--- config.mk ---
export PLATFORM = sky130hd
export DESIGN_NAME = alu_pipe
export DESIGN_NICKNAME = d
export VERILOG_FILES = /design/src/rtl/alu_pipe.sv
export SDC_FILE = /design/constraint.sdc
export NUM_CORES = 1
export LEC_CHECK = 0
export CAP_MARGIN = 20
export CORE_MARGIN = 2
export CORE_UTILIZATION = 40
export CTS_CLUSTER_SIZE = 24
export DETAILED_ROUTE_END_ITERATION = 6
export GPL_TIMING_DRIVEN = 0
export PLACE_DENSITY = 0.65
export RECOVER_POWER = 50
export SETUP_SLACK_MARGIN = 0.3
export SLEW_MARGIN = 25
export SYNTH_ARGS = -nofsm -noshare
export SYNTH_HDL_FRONTEND = slang
export SYNTH_SLANG_ARGS = --single-unit
--- constraint.sdc ---
create_clock -name clk -period 3.1 [get_ports clk]
set_clock_uncertainty 0.05 [all_clocks]
set_input_delay 0.775 -clock clk [delete_from_list [all_inputs] [get_ports clk]]
set_output_delay 0.775 -clock clk [all_outputs]
set_load 0.1 [all_outputs]
--- src/rtl/alu_pipe.sv ---
// alu_pipe: single-stage registered ALU with valid/ready handshakes on both
// sides. It keeps an accumulator and a stored carry so that wide operations
// can be chained across several narrow ones.
module alu_pipe #(
    parameter int unsigned WIDTH = 4
) (
    input  logic             clk,
    input  logic             reset_n,
    input  logic             in_valid,
    output logic             in_ready,
    input  logic [WIDTH-1:0] a,
    input  logic [WIDTH-1:0] b,
    input  logic             carry_in,
    input  logic [2:0]       select,
    input  logic             use_acc,
    input  logic             chain_carry,
    input  logic             acc_clear,
    output logic             out_valid,
    input  logic             out_ready,
    output logic [WIDTH-1:0] out,
    output logic             carry_out,
    output logic             zero,
    output logic             negative,
    output logic             overflow
);

    logic [WIDTH-1:0] acc;
    logic             carry_reg;

    logic             accept;
    logic [WIDTH-1:0] acc_eff;
    logic             carry_eff;
    logic [WIDTH-1:0] op_a;
    logic             op_cin;
    logic [WIDTH:0]   sum;
    logic [WIDTH:0]   diff;
    logic [WIDTH-1:0] res;
    logic             res_carry;
    logic             res_ovf;

    // A single result register, so a new operation fits whenever the current result leaves.
    assign in_ready = !out_valid || out_ready;
    assign accept   = in_valid && in_ready;

    // A clear in the same cycle as an accept means the operation sees a zeroed accumulator.
    assign acc_eff   = acc_clear ? '0 : acc;
    assign carry_eff = acc_clear ? 1'b0 : carry_reg;
    assign op_a      = use_acc ? acc_eff : a;
    assign op_cin    = chain_carry ? carry_eff : carry_in;

    // One extra bit on the adder/subtractor captures the carry or the unsigned borrow.
    assign sum  = {1'b0, op_a} + {1'b0, b} + {{WIDTH{1'b0}}, op_cin};
    assign diff = {1'b0, op_a} - {1'b0, b} - {{WIDTH{1'b0}}, op_cin};

    // Opcode decode into the result and its carry/overflow flags.
    always_comb begin
        res       = '0;
        res_carry = 1'b0;
        res_ovf   = 1'b0;
        unique case (select)
            3'd7: begin
                res       = op_a & b;
                res_carry = 1'b1;
            end
            3'd6: begin
                res       = ~op_a;
                res_carry = 1'b1;
            end
            3'd5: begin
                res       = op_a | b;
                res_carry = 1'b1;
            end
            3'd4: begin
                res       = op_a ^ b;
                res_carry = 1'b1;
            end
            3'd3: begin
                res       = sum[WIDTH-1:0];
                res_carry = sum[WIDTH];
                res_ovf   = (op_a[WIDTH-1] == b[WIDTH-1]) &&
                            (sum[WIDTH-1] != op_a[WIDTH-1]);
            end
            3'd2: begin
                res       = diff[WIDTH-1:0];
                res_carry = diff[WIDTH];
                res_ovf   = (op_a[WIDTH-1] != b[WIDTH-1]) &&
                            (diff[WIDTH-1] != op_a[WIDTH-1]);
            end
            3'd1: begin
                res       = op_a;
            end
            default: begin
                res       = ~(op_a ^ b);
            end
        endcase
    end

    // Result register, output handshake and accumulator/carry state.
    always_ff @(posedge clk or negedge reset_n) begin
        if (!reset_n) begin
            out_valid <= 1'b0;
            out       <= '0;
            carry_out <= 1'b0;
            zero      <= 1'b0;
            negative  <= 1'b0;
            overflow  <= 1'b0;
            acc       <= '0;
            carry_reg <= 1'b0;
        end else if (accept) begin
            out_valid <= 1'b1;
            out       <= res;
            carry_out <= res_carry;
            zero      <= (res == '0);
            negative  <= res[WIDTH-1];
            overflow  <= res_ovf;
            acc       <= res;
            carry_reg <= res_carry;
        end else begin
            if (out_valid && out_ready) begin
                out_valid <= 1'b0;
            end
            if (acc_clear) begin
                acc       <= '0;
                carry_reg <= 1'b0;
            end
        end
    end

endmodule

==> flow_summary.json <==
{
  "netlist_top_cells_count": "sky130_fd_sc_hd__inv_1 (15), sky130_fd_sc_hd__nand2_1 (15), sky130_fd_sc_hd__dfrtp_1 (13), sky130_fd_sc_hd__nor2_1 (13), sky130_fd_sc_hd__ha_1 (12)",
  "synthesis.nets": 197,
  "detailedRoute.firstIterationViolations": 38,
  "cp-start-kind": "input port",
  "area.growth.synth_to_final_pct": 46.1,
  "floorplan.die.height_um": 62.6,
  "fin_setup_tns_ns": 0,
  "dpl.hpwl_um": 2750,
  "pin_count": 29,
  "ff2ff_path_depth": 11,
  "finalSetupViolCount": 0,
  "post_drt_via_cell_ratio": 5.49,
  "postRouteAntennaNets": 0,
  "flop_to_flop_setup_slack_ns": 0.20,
  "global_route.usage.total": 0.204,
  "maxCapViolCount": 0,
  "grt_pass1_vias": 1459,
  "place_inst": 235,
  "cts-hold-fix-buffers": 0,
  "filler_cell_count": 293,
  "seq_area_frac_synth": 0.237,
  "yosys_warnings": 0,
  "crit_chain": "buf_8, nand3b_1, nand2_4, inv_4, buf_6, fa_2, inv_2, fa_1, and3_4, a211oi_4, buf_4, nor4_4, a31o_2",
  "grt_antenna_before_repair": 0,
  "maxSlewViolCount": 0,
  "setup.worst_path.class": "input port to register",
  "power_report.internal_total_mw": 0.431,
  "synthTopCellsByArea": "sky130_fd_sc_hd__dfrtp_1 (24%), sky130_fd_sc_hd__ha_1 (11%), sky130_fd_sc_hd__fa_1 (5.8%), sky130_fd_sc_hd__inv_1 (4.1%), sky130_fd_sc_hd__nand2_1 (4.1%)",
  "fmaxAchievable_mhz": 328,
  "grt_setup_unrepaired": "true",
  "grt_max_degree": 14,
  "clk_latency_ns": 0.27,
  "proportion_of_power_drawn_by_combinational_gates": 0.623,
  "total_switching_power_mw": 0.388,
  "status": "finished clean",
  "fin_crit_ns": 3.05,
  "post_route_cells_drive_above_1_share": 0.314,
  "hold_path_class": "register to register",
  "cts.htree.levels": 1,
  "final.hold.worst_slack_ns": 0.449,
  "crit_slowest_cell": "sky130_fd_sc_hd__fa_1",
  "fin_total_pwr_mw": 0.818,
  "first_pass_grt_wire_length_um": 6510,
  "setup.worst_path.end_class": "register",
  "r2r_start": "carry_reg",
  "clkPwrFrac": 0.124,
  "timing.critical_path.arrival_ns": 3.17,
  "finalWirelength_um": 3890,
  "floorplan_die_area_um2": 3920,
  "final.setup.worst_slack_ns": 0.0523,
  "num_vias": 1372,
  "place_area_um2": 1740,
  "clkSlewWorstSetupHoldPaths_ns": 0.08,
  "grt_overflow": 0,
  "power_leakage_nw": 0.872,
  "seq_power_share": 0.253,
  "timing.critical_path.required_ns": 3.22,
  "critical_path.max_stage_delay_ns": 0.43,
  "dieWidth_um": 62.6,
  "layout.cells.non_filler": 250,
  "period_share": 0.983,
  "ir_worst_vdd_mv": 0.384,
  "synthCells": 162,
  "antenna_cells": 0,
  "top_regs": "acc x4, out x4",
  "initial_utilization": 0.415,
  "placementRows": 21,
  "cts_tree": "done",
  "synth.avg_cell_area_um2": 8.49,
  "buffer_ports.inserted": 27,
  "largest_area_contributor_in_the_synthesized_netlist": "sky130_fd_sc_hd__dfrtp_1",
  "ys_async_sr_fraction": 1.00,
  "cts.sink_count": 13,
  "holdCritStartpoint": "out[1]",
  "drt_drc_violations_left": 0,
  "cts_buffers": 3,
  "gp_congestion": 0.849,
  "min_to": "out[1]",
  "synth_edf_count": 0,
  "final_area_um2": 2010,
  "timing.hold.worst_path_depth": 1,
  "nets": 240,
  "core_area_um2": 3310,
  "yosys.cell_types.count": 49,
  "power.share.switching": 0.474,
  "ctsLongestPathBuffers": 2,
  "drt-pass1-iter-count": 4,
  "slew-limit-headroom": 0.344,
  "p_per_area_nw_per_um2": 407,
  "worst_slew_pin_slew_ns": 0.980,
  "synth_top_area_frac": 0.237,
  "wl_per_cell_um": 15.5,
  "cell_area_after_technology_mapping_um2": 1380,
  "synth.ff_latch_count": 13,
  "final_core_util": 0.607,
  "reg2reg_to": "zero",
  "cts_root_buf": "sky130_fd_sc_hd__clkbuf_4",
  "crit_path_max_fanout": 3,
  "synthFlopType": "sky130_fd_sc_hd__dfrtp_1",
  "count_of_endpoints_failing_hold_in_the_final_timing_report": 0,
  "post-place-ws_ns": -0.834
}
## layer usage
metal / part of all wire / GRT usage
met1: 0.42 / 0.240
met2: 0.52 / 0.374
met3: 0.046 / 0.0270
met4: 0.015 / 0.0833
met5: 0 / 0
## cells in the final DEF, fill, tap and decap left out, drive strengths merged, types with 7 or more instances in the layout
| master | Yosys | final |
|---|---|---|
| nand2 | 15 | 15 |
| a21oi | 9 | 9 |
| buf | 6 | 21 |
| nor2 | 14 | 14 |
| dfrtp | 13 | 13 |
| clkdlybuf4s50 | 0 | 17 |
| nand2b | 8 | 8 |
| ha | 12 | 12 |
| inv | 18 | 18 |
| o21ai | 7 | 7 |
## area by class of cell
| cell class | count | area, um^2 | share of cell area |
|---|---|---|---|
| well taps | 46 | 57.6 | 0.0286 |
| flip-flops and latches | 13 | 325 | 0.162 |
| multi-input cells | 124 | 1120 | 0.557 |
| clock buffers | 3 | 22.5 | 0.0112 |
| repair buffers | 38 | 362 | 0.180 |
| plain buffers | 7 | 48.8 | 0.0243 |
| clock inverters | 1 | 5.00 | 0.00249 |
| inverters | 18 | 70.1 | 0.0349 |
## critical path: cells and delay by family
family | cells | cell delay, ns
buffers and inverters | 5 | 0.50
and+or+nand+nor | 4 | 0.58
adders and majority gates | 2 | 0.80
AOI/OAI and AO/OA | 2 | 0.51
## repair_timing
item                       CTS  global route
pin swaps                   14            15
setup buffers                8             3
setup endpoints to repair   13            11
resized for setup           36            16
## worst max-delay path by stage
stage	from	end	slack, ns	cells after the start
floorplan	use_acc	zero	0.10	12
global placement	acc_clear	zero	-0.83	12
detailed placement	acc_clear	zero	-0.83	12
CTS	acc_clear	zero	0.13	12
global route	acc_clear	acc[1]	0.01	13
finish	acc_clear	acc[1]	0.05	13
## cell families after synthesis
group                    after synthesis  synth area share
adder cells (fa/ha/maj)               16             0.167
multiplexers                           2            0.0146
flip-flops                            13             0.237
XOR/XNOR                               5            0.0319
AND/OR/NAND/NOR                       60             0.232
AO/OA/AOI/OAI                         41             0.236
buffers and inverters                 25            0.0819
## power by group through the flow
stage          Sequential (mW)  Combinational [mW]  Clock [mW]
3_3_place_gp             0.209               0.427           0
4_1_cts                  0.207               0.477       0.107
3_5_place_dp             0.210               0.434           0
2_1_floorplan            0.324               0.206           0
6_report                 0.207               0.510       0.101
5_1_grt                  0.210               0.542       0.117
Note: power is estimated with default switching activity, not from simulation.
